## src/rtl/timer_pkg.sv

```systemverilog
// Shared definitions for the programmable countdown timer.
//
// Contents:
//   timer_state_t : FSM state encoding (IDLE, RUN, PAUSED, EXPIRED)
//   presc_width() : width helper giving PRESC_W = $clog2(TICKS_PER_SEC),
//                   which every user evaluates as a localparam for its own
//                   TICKS_PER_SEC.
package timer_pkg;

   typedef enum logic [1:0] {
      IDLE    = 2'd0,
      RUN     = 2'd1,
      PAUSED  = 2'd2,
      EXPIRED = 2'd3
   } timer_state_t;

   // Prescaler width for a given clock rate. The clamp keeps the result
   // legal for degenerate rates; real rates are always >= 4.
   function automatic int presc_width(input int ticks);
      return (ticks > 2) ? $clog2(ticks) : 1;
   endfunction

endpackage

```

## src/rtl/tick_prescaler.sv

```systemverilog
// Divides the system clock down to half-second and full-second strobes.
//
// Parameters:
//   TICKS_PER_SEC : clock cycles per second (even, >= 4)
// Ports:
//   clock     in  : system clock, rising edge
//   reset     in  : synchronous active-high reset, count -> 0
//   clear     in  : synchronous restart of the count at 0
//   advance   in  : count one cycle; when low the count holds
//   half_tick out : combinational strobe, advancing on count TICKS_PER_SEC/2-1
//   full_tick out : combinational strobe, advancing on count TICKS_PER_SEC-1
module tick_prescaler
   import timer_pkg::*;
#(
   parameter int TICKS_PER_SEC = 2000
) (
   input  logic clock,
   input  logic reset,
   input  logic clear,
   input  logic advance,
   output logic half_tick,
   output logic full_tick
);

   localparam int PRESC_W = presc_width(TICKS_PER_SEC);
   localparam logic [PRESC_W-1:0] HALF_LAST = PRESC_W'(TICKS_PER_SEC / 2 - 1);
   localparam logic [PRESC_W-1:0] FULL_LAST = PRESC_W'(TICKS_PER_SEC - 1);

   logic [PRESC_W-1:0] count;

   // Modulo-TICKS_PER_SEC counter. Clear wins over advance so that a restart
   // always begins a fresh second, and a held count lets a pause resume
   // exactly where it stopped.
   always_ff @(posedge clock) begin
      if (reset || clear) begin
         count <= '0;
      end else if (advance) begin
         if (count == FULL_LAST) begin
            count <= '0;
         end else begin
            count <= count + PRESC_W'(1);
         end
      end
   end

   // Strobes are qualified by advance so a frozen count on a terminal value
   // never produces repeated ticks.
   assign half_tick = advance && (count == HALF_LAST);
   assign full_tick = advance && (count == FULL_LAST);

endmodule

```

## src/rtl/prog_timer.sv

```systemverilog
// Programmable countdown timer: loads a seconds count, decrements it once
// per second, supports pause/resume and auto-reload, and flags expiry.
//
// Parameters:
//   CNT_W         : width of the seconds count (2..16)
//   TICKS_PER_SEC : clock cycles per second (even, >= 4)
// Ports:
//   clock         in  : system clock, rising edge
//   reset         in  : synchronous active-high reset
//   value         in  : load value, sampled with start_timer
//   start_timer   in  : load value and start (restarts from any state)
//   pause         in  : level, freezes the countdown while high
//   auto_reload   in  : level, reload the last value on reaching zero
//   expired       out : level, high while expired
//   done          out : one-cycle pulse when the count reaches zero
//   one_hz_enable out : one-cycle pulse per elapsed second
//   two_hz_enable out : one-cycle pulse per elapsed half-second
//   counter       out : remaining seconds
//   running       out : level, high while actively counting
module prog_timer
   import timer_pkg::*;
#(
   parameter int CNT_W         = 4,
   parameter int TICKS_PER_SEC = 2000
) (
   input  logic             clock,
   input  logic             reset,
   input  logic [CNT_W-1:0] value,
   input  logic             start_timer,
   input  logic             pause,
   input  logic             auto_reload,
   output logic             expired,
   output logic             done,
   output logic             one_hz_enable,
   output logic             two_hz_enable,
   output logic [CNT_W-1:0] counter,
   output logic             running
);

   timer_state_t     state;
   logic [CNT_W-1:0] reload_val;
   logic             reload_pending;
   logic             active;
   logic             advance;
   logic             clear;
   logic             half_tick;
   logic             full_tick;

   // The prescaler only runs while a countdown is live. The cycle that leaves
   // PAUSED advances too, so every cycle spent paused delays later events by
   // exactly one cycle. A start restarts the second from zero, and IDLE and
   // EXPIRED keep the prescaler parked at zero.
   assign active  = (state == RUN) || (state == PAUSED);
   assign advance = active && !pause && !start_timer;
   assign clear   = start_timer || !active;

   tick_prescaler #(
      .TICKS_PER_SEC(TICKS_PER_SEC)
   ) u_prescaler (
      .clock    (clock),
      .reset    (reset),
      .clear    (clear),
      .advance  (advance),
      .half_tick(half_tick),
      .full_tick(full_tick)
   );

   // Main FSM with registered outputs. Pulses default low every cycle.
   // A load takes priority over everything, then the zero/reload handling,
   // then pause. When auto-reload fires, counter shows zero for one cycle
   // and reload_pending restores the reload value on the following edge,
   // independent of pause on that cycle.
   always_ff @(posedge clock) begin
      if (reset) begin
         state          <= IDLE;
         counter        <= '0;
         reload_val     <= '0;
         reload_pending <= 1'b0;
         expired        <= 1'b0;
         done           <= 1'b0;
         one_hz_enable  <= 1'b0;
         two_hz_enable  <= 1'b0;
         running        <= 1'b0;
      end else begin
         done           <= 1'b0;
         one_hz_enable  <= 1'b0;
         two_hz_enable  <= 1'b0;
         reload_pending <= 1'b0;
         if (start_timer) begin
            counter    <= value;
            reload_val <= value;
            if (value != '0) begin
               state   <= RUN;
               running <= 1'b1;
               expired <= 1'b0;
            end else begin
               state   <= EXPIRED;
               running <= 1'b0;
               expired <= 1'b1;
               done    <= 1'b1;
            end
         end else begin
            unique case (state)
               RUN, PAUSED: begin
                  if (reload_pending) begin
                     counter <= reload_val;
                  end
                  if (pause) begin
                     state   <= PAUSED;
                     running <= 1'b0;
                  end else begin
                     state         <= RUN;
                     running       <= 1'b1;
                     two_hz_enable <= half_tick || full_tick;
                     if (full_tick) begin
                        one_hz_enable <= 1'b1;
                        if (counter == CNT_W'(1)) begin
                           counter <= '0;
                           done    <= 1'b1;
                           if (auto_reload && (reload_val != '0)) begin
                              reload_pending <= 1'b1;
                           end else begin
                              state   <= EXPIRED;
                              running <= 1'b0;
                              expired <= 1'b1;
                           end
                        end else if (counter != '0) begin
                           counter <= counter - CNT_W'(1);
                        end
                     end
                  end
               end
               default: begin
                  // IDLE and EXPIRED wait for a load; pause and auto_reload
                  // have no effect here.
               end
            endcase
         end
      end
   end

endmodule
```

## config.mk

```make
export PLATFORM = sky130hd
export DESIGN_NAME = prog_timer
export DESIGN_NICKNAME = d
export VERILOG_FILES = /design/src/rtl/timer_pkg.sv /design/src/rtl/tick_prescaler.sv /design/src/rtl/prog_timer.sv
export SDC_FILE = /design/constraint.sdc
export NUM_CORES = 1
export LEC_CHECK = 0
export BUFFER_PORTS_ARGS = -buffer_cell sky130_fd_sc_hd__buf_2
export CAP_MARGIN = 10
export CORE_MARGIN = 4
export CORE_UTILIZATION = 30
export DETAILED_ROUTE_END_ITERATION = 12
export REMOVE_ABC_BUFFERS = 1
export SLEW_MARGIN = 40
export SYNTH_ARGS = -nofsm -noshare
export SYNTH_HDL_FRONTEND = slang
export SYNTH_SLANG_ARGS = --single-unit
```

## constraint.sdc

```tcl
create_clock -name clock -period 3.8 [get_ports clock]
set_input_delay 0.95 -clock clock [delete_from_list [all_inputs] [get_ports clock]]
set_output_delay 0.95 -clock clock [all_outputs]
set_load 0.05 [all_outputs]
```

**After elaboration in Yosys (flattened, before gate mapping)**

Cells that the tools add are included.

- Register bits: 27
- Output and inout port bits: 9

- Add/subtract/negate cells: 2
- Eq/ne operators: 7
- Mux-type cells: 35
- Bitwise logic cells: 3
- Reductions and logical operators: 22

Operators by type and width:

| kind | number |
|---|---|
| $mux W4 | 7 |
| $mux W1 | 20 |
| $mux W2 | 7 |
| $reduce_bool A4 Y1 | 3 |
| $add A11 B1 Y11 const B | 1 |
| $eq A11 B10 Y1 const B | 1 |
| $eq A11 B11 Y1 const B | 1 |
| $mux W11 | 1 |
| $reduce_bool A2 Y1 | 3 |
| $reduce_or A6 Y1 | 1 |
| $logic_and A1 B1 Y1 | 5 |
| $reduce_and A5 Y1 | 1 |
| $eq A4 B1 Y1 const B | 1 |
| $logic_or A1 B1 Y1 | 4 |
| $ne A2 B2 Y1 const B | 2 |
| $reduce_or A4 Y1 | 1 |
| $sub A4 B1 Y4 const B | 1 |
| $logic_not A1 Y1 | 3 |
| $not A1 Y1 | 3 |
| $eq A2 B1 Y1 const B | 1 |
| $eq A2 B2 Y1 const B | 1 |
| $reduce_or A2 Y1 | 1 |

**Depth between registers and ports, before layout**

- Depth after elaboration: 9
- Mapped depth: 7
- Depth with buffers taken out: 7

**Cells and area by module**

From an unflattened synthesis, not the netlist that was laid out.

- Cells, all modules: 152
- Area total of the unflattened synthesis: 1,397.6 um^2

Modules (own cells, without submodules):

| module | instances | cells each | area each (um^2) | sequential area each (um^2) |
|---|---|---|---|---|
| prog_timer | 1 | 91 | 844.6 | 320.3 |
| tick_prescaler | 1 | 61 | 553.0 | 220.2 |

**Worst setup path before layout**

No wires, ideal clock.

- Kind: input port to flip-flop
- Start: input port start_timer
- End: register u_prescaler.count[10]
- Setup time: 128 ps
- Arrival time: 2,067 ps
- Required time: 3,672 ps
- Setup slack: 1,605 ps
- Cell stages on the path: 5
- Path through: nor2_1 or4bb_2 nor2_1 xnor2_1 nor2_1

- Word-level cells in the longest chain between the ends: 2

Ends and longest elaborated chain:

| item | line | RTL |
|---|---|---|
| start, declared | prog_timer.sv:29 | `input logic start_timer,` |
| $logic_not A1 Y1 or $logic_or A1 B1 Y1 (tied branches) | prog_timer.sv:54, prog_timer.sv:55 |  |
| $logic_and A1 B1 Y1 or $logic_or A1 B1 Y1 (tied branches) | prog_timer.sv:54, tick_prescaler.sv:35 |  |
| end signal, assigned | tick_prescaler.sv:41 | `count <= count + PRESC_W'(1);` |
| end, declared | tick_prescaler.sv:29 | `logic [PRESC_W-1:0] count;` |

Parallel ways exist; a longest one is shown, timed or not.
A chain may end at the register's enable or synchronous reset.

**Final worst setup path**

Ends and elaborated chain as after synthesis.

==> results.toml <==
[run_status]
outcome = "completed"

[worst_hold_path]
hold_depth = 2
min_from = "u_prescaler.count[1]$_SDFFE_PP0P_"
hold_path_end = "u_prescaler.count[1]$_SDFFE_PP0P_"
hold_class = "reg -> reg"

[floorplan]
io_pins = 18
die_area_um2 = 6099
start_util_pct = 31.00
core_area_um2 = 4755
num_rows = 25
die_h_um = 78.10
die_w_um = 78.10

[drt]
drtAntennaViolNets = 0
vias_per_cell = 4.846
post_drt_wl_per_cell_um = 13.36
drtPass1Iterations = 4
first_iter_violations = 45
wl_um = 3393
routed-via-count = 1231
drc = 0

[synth]
yosysTopAreaCellShare_pct = 36.67
synthCells = 171
synth.most_common_cell = "nor2_1"
ys.flop_type = "dfxtp_1"
netlist_area_um2 = 1474
synth_edf_count = 0
synth-seq-cells = 27
synth.distinct_cells = 42
seq_area_frac_synth_pct = 36.67
ys_async_sr_fraction_pct = 0
yosys.area.top_type = "dfxtp_1"
yosysWarnings = 0
syn_avg_cell_area_um2 = 8.619
synth_common_cells = "nor2_1 (30), dfxtp_1 (27), nand2_1 (14)"
synth.top_cells.by_area = "dfxtp_1 (37%), nor2_1 (7.6%), mux2i_1 (6.1%), xor2_1 (4.2%), nand2_1 (3.6%)"

[sta]
whs_ps = 484.1
skew_ps = 2.910
fin_crit_sh_pct = 61.25
tightest_slew_ps = 541.3
slew_headroom_pct = 63.58
rsz0062_at_grt = "no"
setup_violations = 0
maxSlewViolCount = 0
timing.fmax_ghz = 0.4297
hold_viol = 0
layout_min_cycle_time_ps = 2327
setup_tns_ps = 0

[clock_tree]
htree_levels = 1
root_buffer = "clkbuf_8"
cts_buffer_depth = 2
cts_resized = 0
postCtsSetupBuffers = 0
holdBufCountCts = 0
insertion_delay_ps = 270
cts_tree = "yes"
clkSinkCount = 27
cts_buffers = 3
clkTransAtPathRegs_ps = 90

[job]
cap_violations = 0

[worst_setup_path]
worstSetupStartpointType = "input pin"
r2r-start = "u_prescaler.count[6]$_SDFFE_PP0P_"
reg2reg_to = "counter[2]$_SDFFE_PP0P_"
end_kind = "register"
required_ps = 3960
slowest_stage = "or4bb_2"
worstSetupPathType = "in -> reg"
crit_chain = "buf_2 > nor2_1 > or4bb_2 > nor2_1 > xnor2_1 > nor2_1"
r2r_slack_ps = 1810
max_stage_delay_ps = 690
crit_fanout = 24
critPathArrivalTime_ps = 2480
r2r_cells = 5
cp_common_cell = "nor2_1"

[grt]
grt_pass1_wl_um = 6009
antenna_found_initial = 0
grt_pass1_vias = 1236
busiest_layer = "met2"
grt_use_met1_pct = 16.81
grt_use_met2_pct = 19.26
use_met3_pct = 1.835
grt_max_degree = 25
grt-ovfl-total = 0
groute.usage.overall_pct = 12.23

[power_and_ir_drop]
leakage_nw = 0.5980
power_density_nw_per_um2 = 353.6
ir_worst_vdd_uv = 132.5

[finish]
fin_cells = 254
drive_above_1_share_pct = 16.04
nNetsFinal = 200
n_antenna_cell = 0
area_delta_synth_final_pct = 11.88

[place]
io_buffers = 17
dp_hpwl_um = 2569
gp_congestion = 0.7905
dp_cells = 250
## layout make-up
cell class / instances / area (um2)
Multi-Input combinational cell: 135 / 879.6
Fill cell: 537 / 3105
Tap cell: 67 / 83.83
Timing Repair Buffer: 17 / 85.08
Inverter: 4 / 15.01
Sequential cell: 27 / 540.5
Clock buffer: 4 / 45.04
## sequential cells by signal, summed over array words and instances, names as in the netlist
signal / flops
counter: 4
done: 1
expired: 1
one_hz_enable: 1
reload_pending: 1
reload_val: 4
running: 1
state: 2
two_hz_enable: 1
u_prescaler.count: 11
## worst max-delay path by stage
stage / slack [ps] / startpoint / cells after the start / to
floorplan: 1610 / start_timer / 5 / u_prescaler.count[10]$_SDFFE_PP0P_
global placement: 1220 / start_timer / 6 / u_prescaler.count[10]$_SDFFE_PP0P_
detailed placement: 1170 / start_timer / 6 / u_prescaler.count[10]$_SDFFE_PP0P_
CTS: 1480 / start_timer / 6 / u_prescaler.count[10]$_SDFFE_PP0P_
global route: 1360 / start_timer / 6 / u_prescaler.count[8]$_SDFFE_PP0P_
finish: 1470 / start_timer / 6 / u_prescaler.count[10]$_SDFFE_PP0P_
## layout by cell type, fill, tap and decap left out, types with 6 or more instances in the layout
| master | n |
|---|---|
| mux2i_1 | 9 |
| nand2_1 | 14 |
| xor2_1 | 7 |
| nor4_1 | 6 |
| buf_2 | 17 |
| a21oi_1 | 9 |
| nor2_1 | 30 |
| nand3_1 | 7 |
| dfxtp_1 | 27 |
## logic make-up after synthesis
family                     count (synthesis)  share of synthesized area [%]
AOI/OAI and AO/OA                         29                          12.99
xor gates and xnor gates                  12                          7.640
adders and majority gates                  3                          2.547
buffers and inverters                      9                          3.650
DFF                                       27                          36.67
muxes                                     10                          6.876
and+or+nand+nor                           81                          29.63
## metrics by stage
stage	area [um2]	power (mW)	setup WS (ps)	util (%)
after floorplan	1435	0.3880	1605	-
after global placement	1604	0.4221	1223	33.74
after detailed placement	1604	0.4229	1175	33.74
after CTS	1649	0.5910	1480	34.68
after global routing	1649	0.6208	1357	34.68
final	1649	0.5832	1473	34.68
## layer usage
metal  vias up  wire length [um]
met1       557              1755
met3         5               100
li1        643                 -
met4         0                64
met2        26              1474
met5         -                 0
## report_power, final
part,total (mW),internal (mW),switching [mW]
logic,0.110,0.0386,0.0713
registers,0.307,0.293,0.0139
clock network,0.167,0.0753,0.0913
## critical path: cells and delay by family
| family | cells | cell delay, ps |
|---|---|---|
| XOR/XNOR | 1 | 130 |
| AND/OR/NAND/NOR | 4 | 1140 |
| buffers and inverters | 1 | 250 |
No activity file was read; power rests on OpenSTA's default activity.
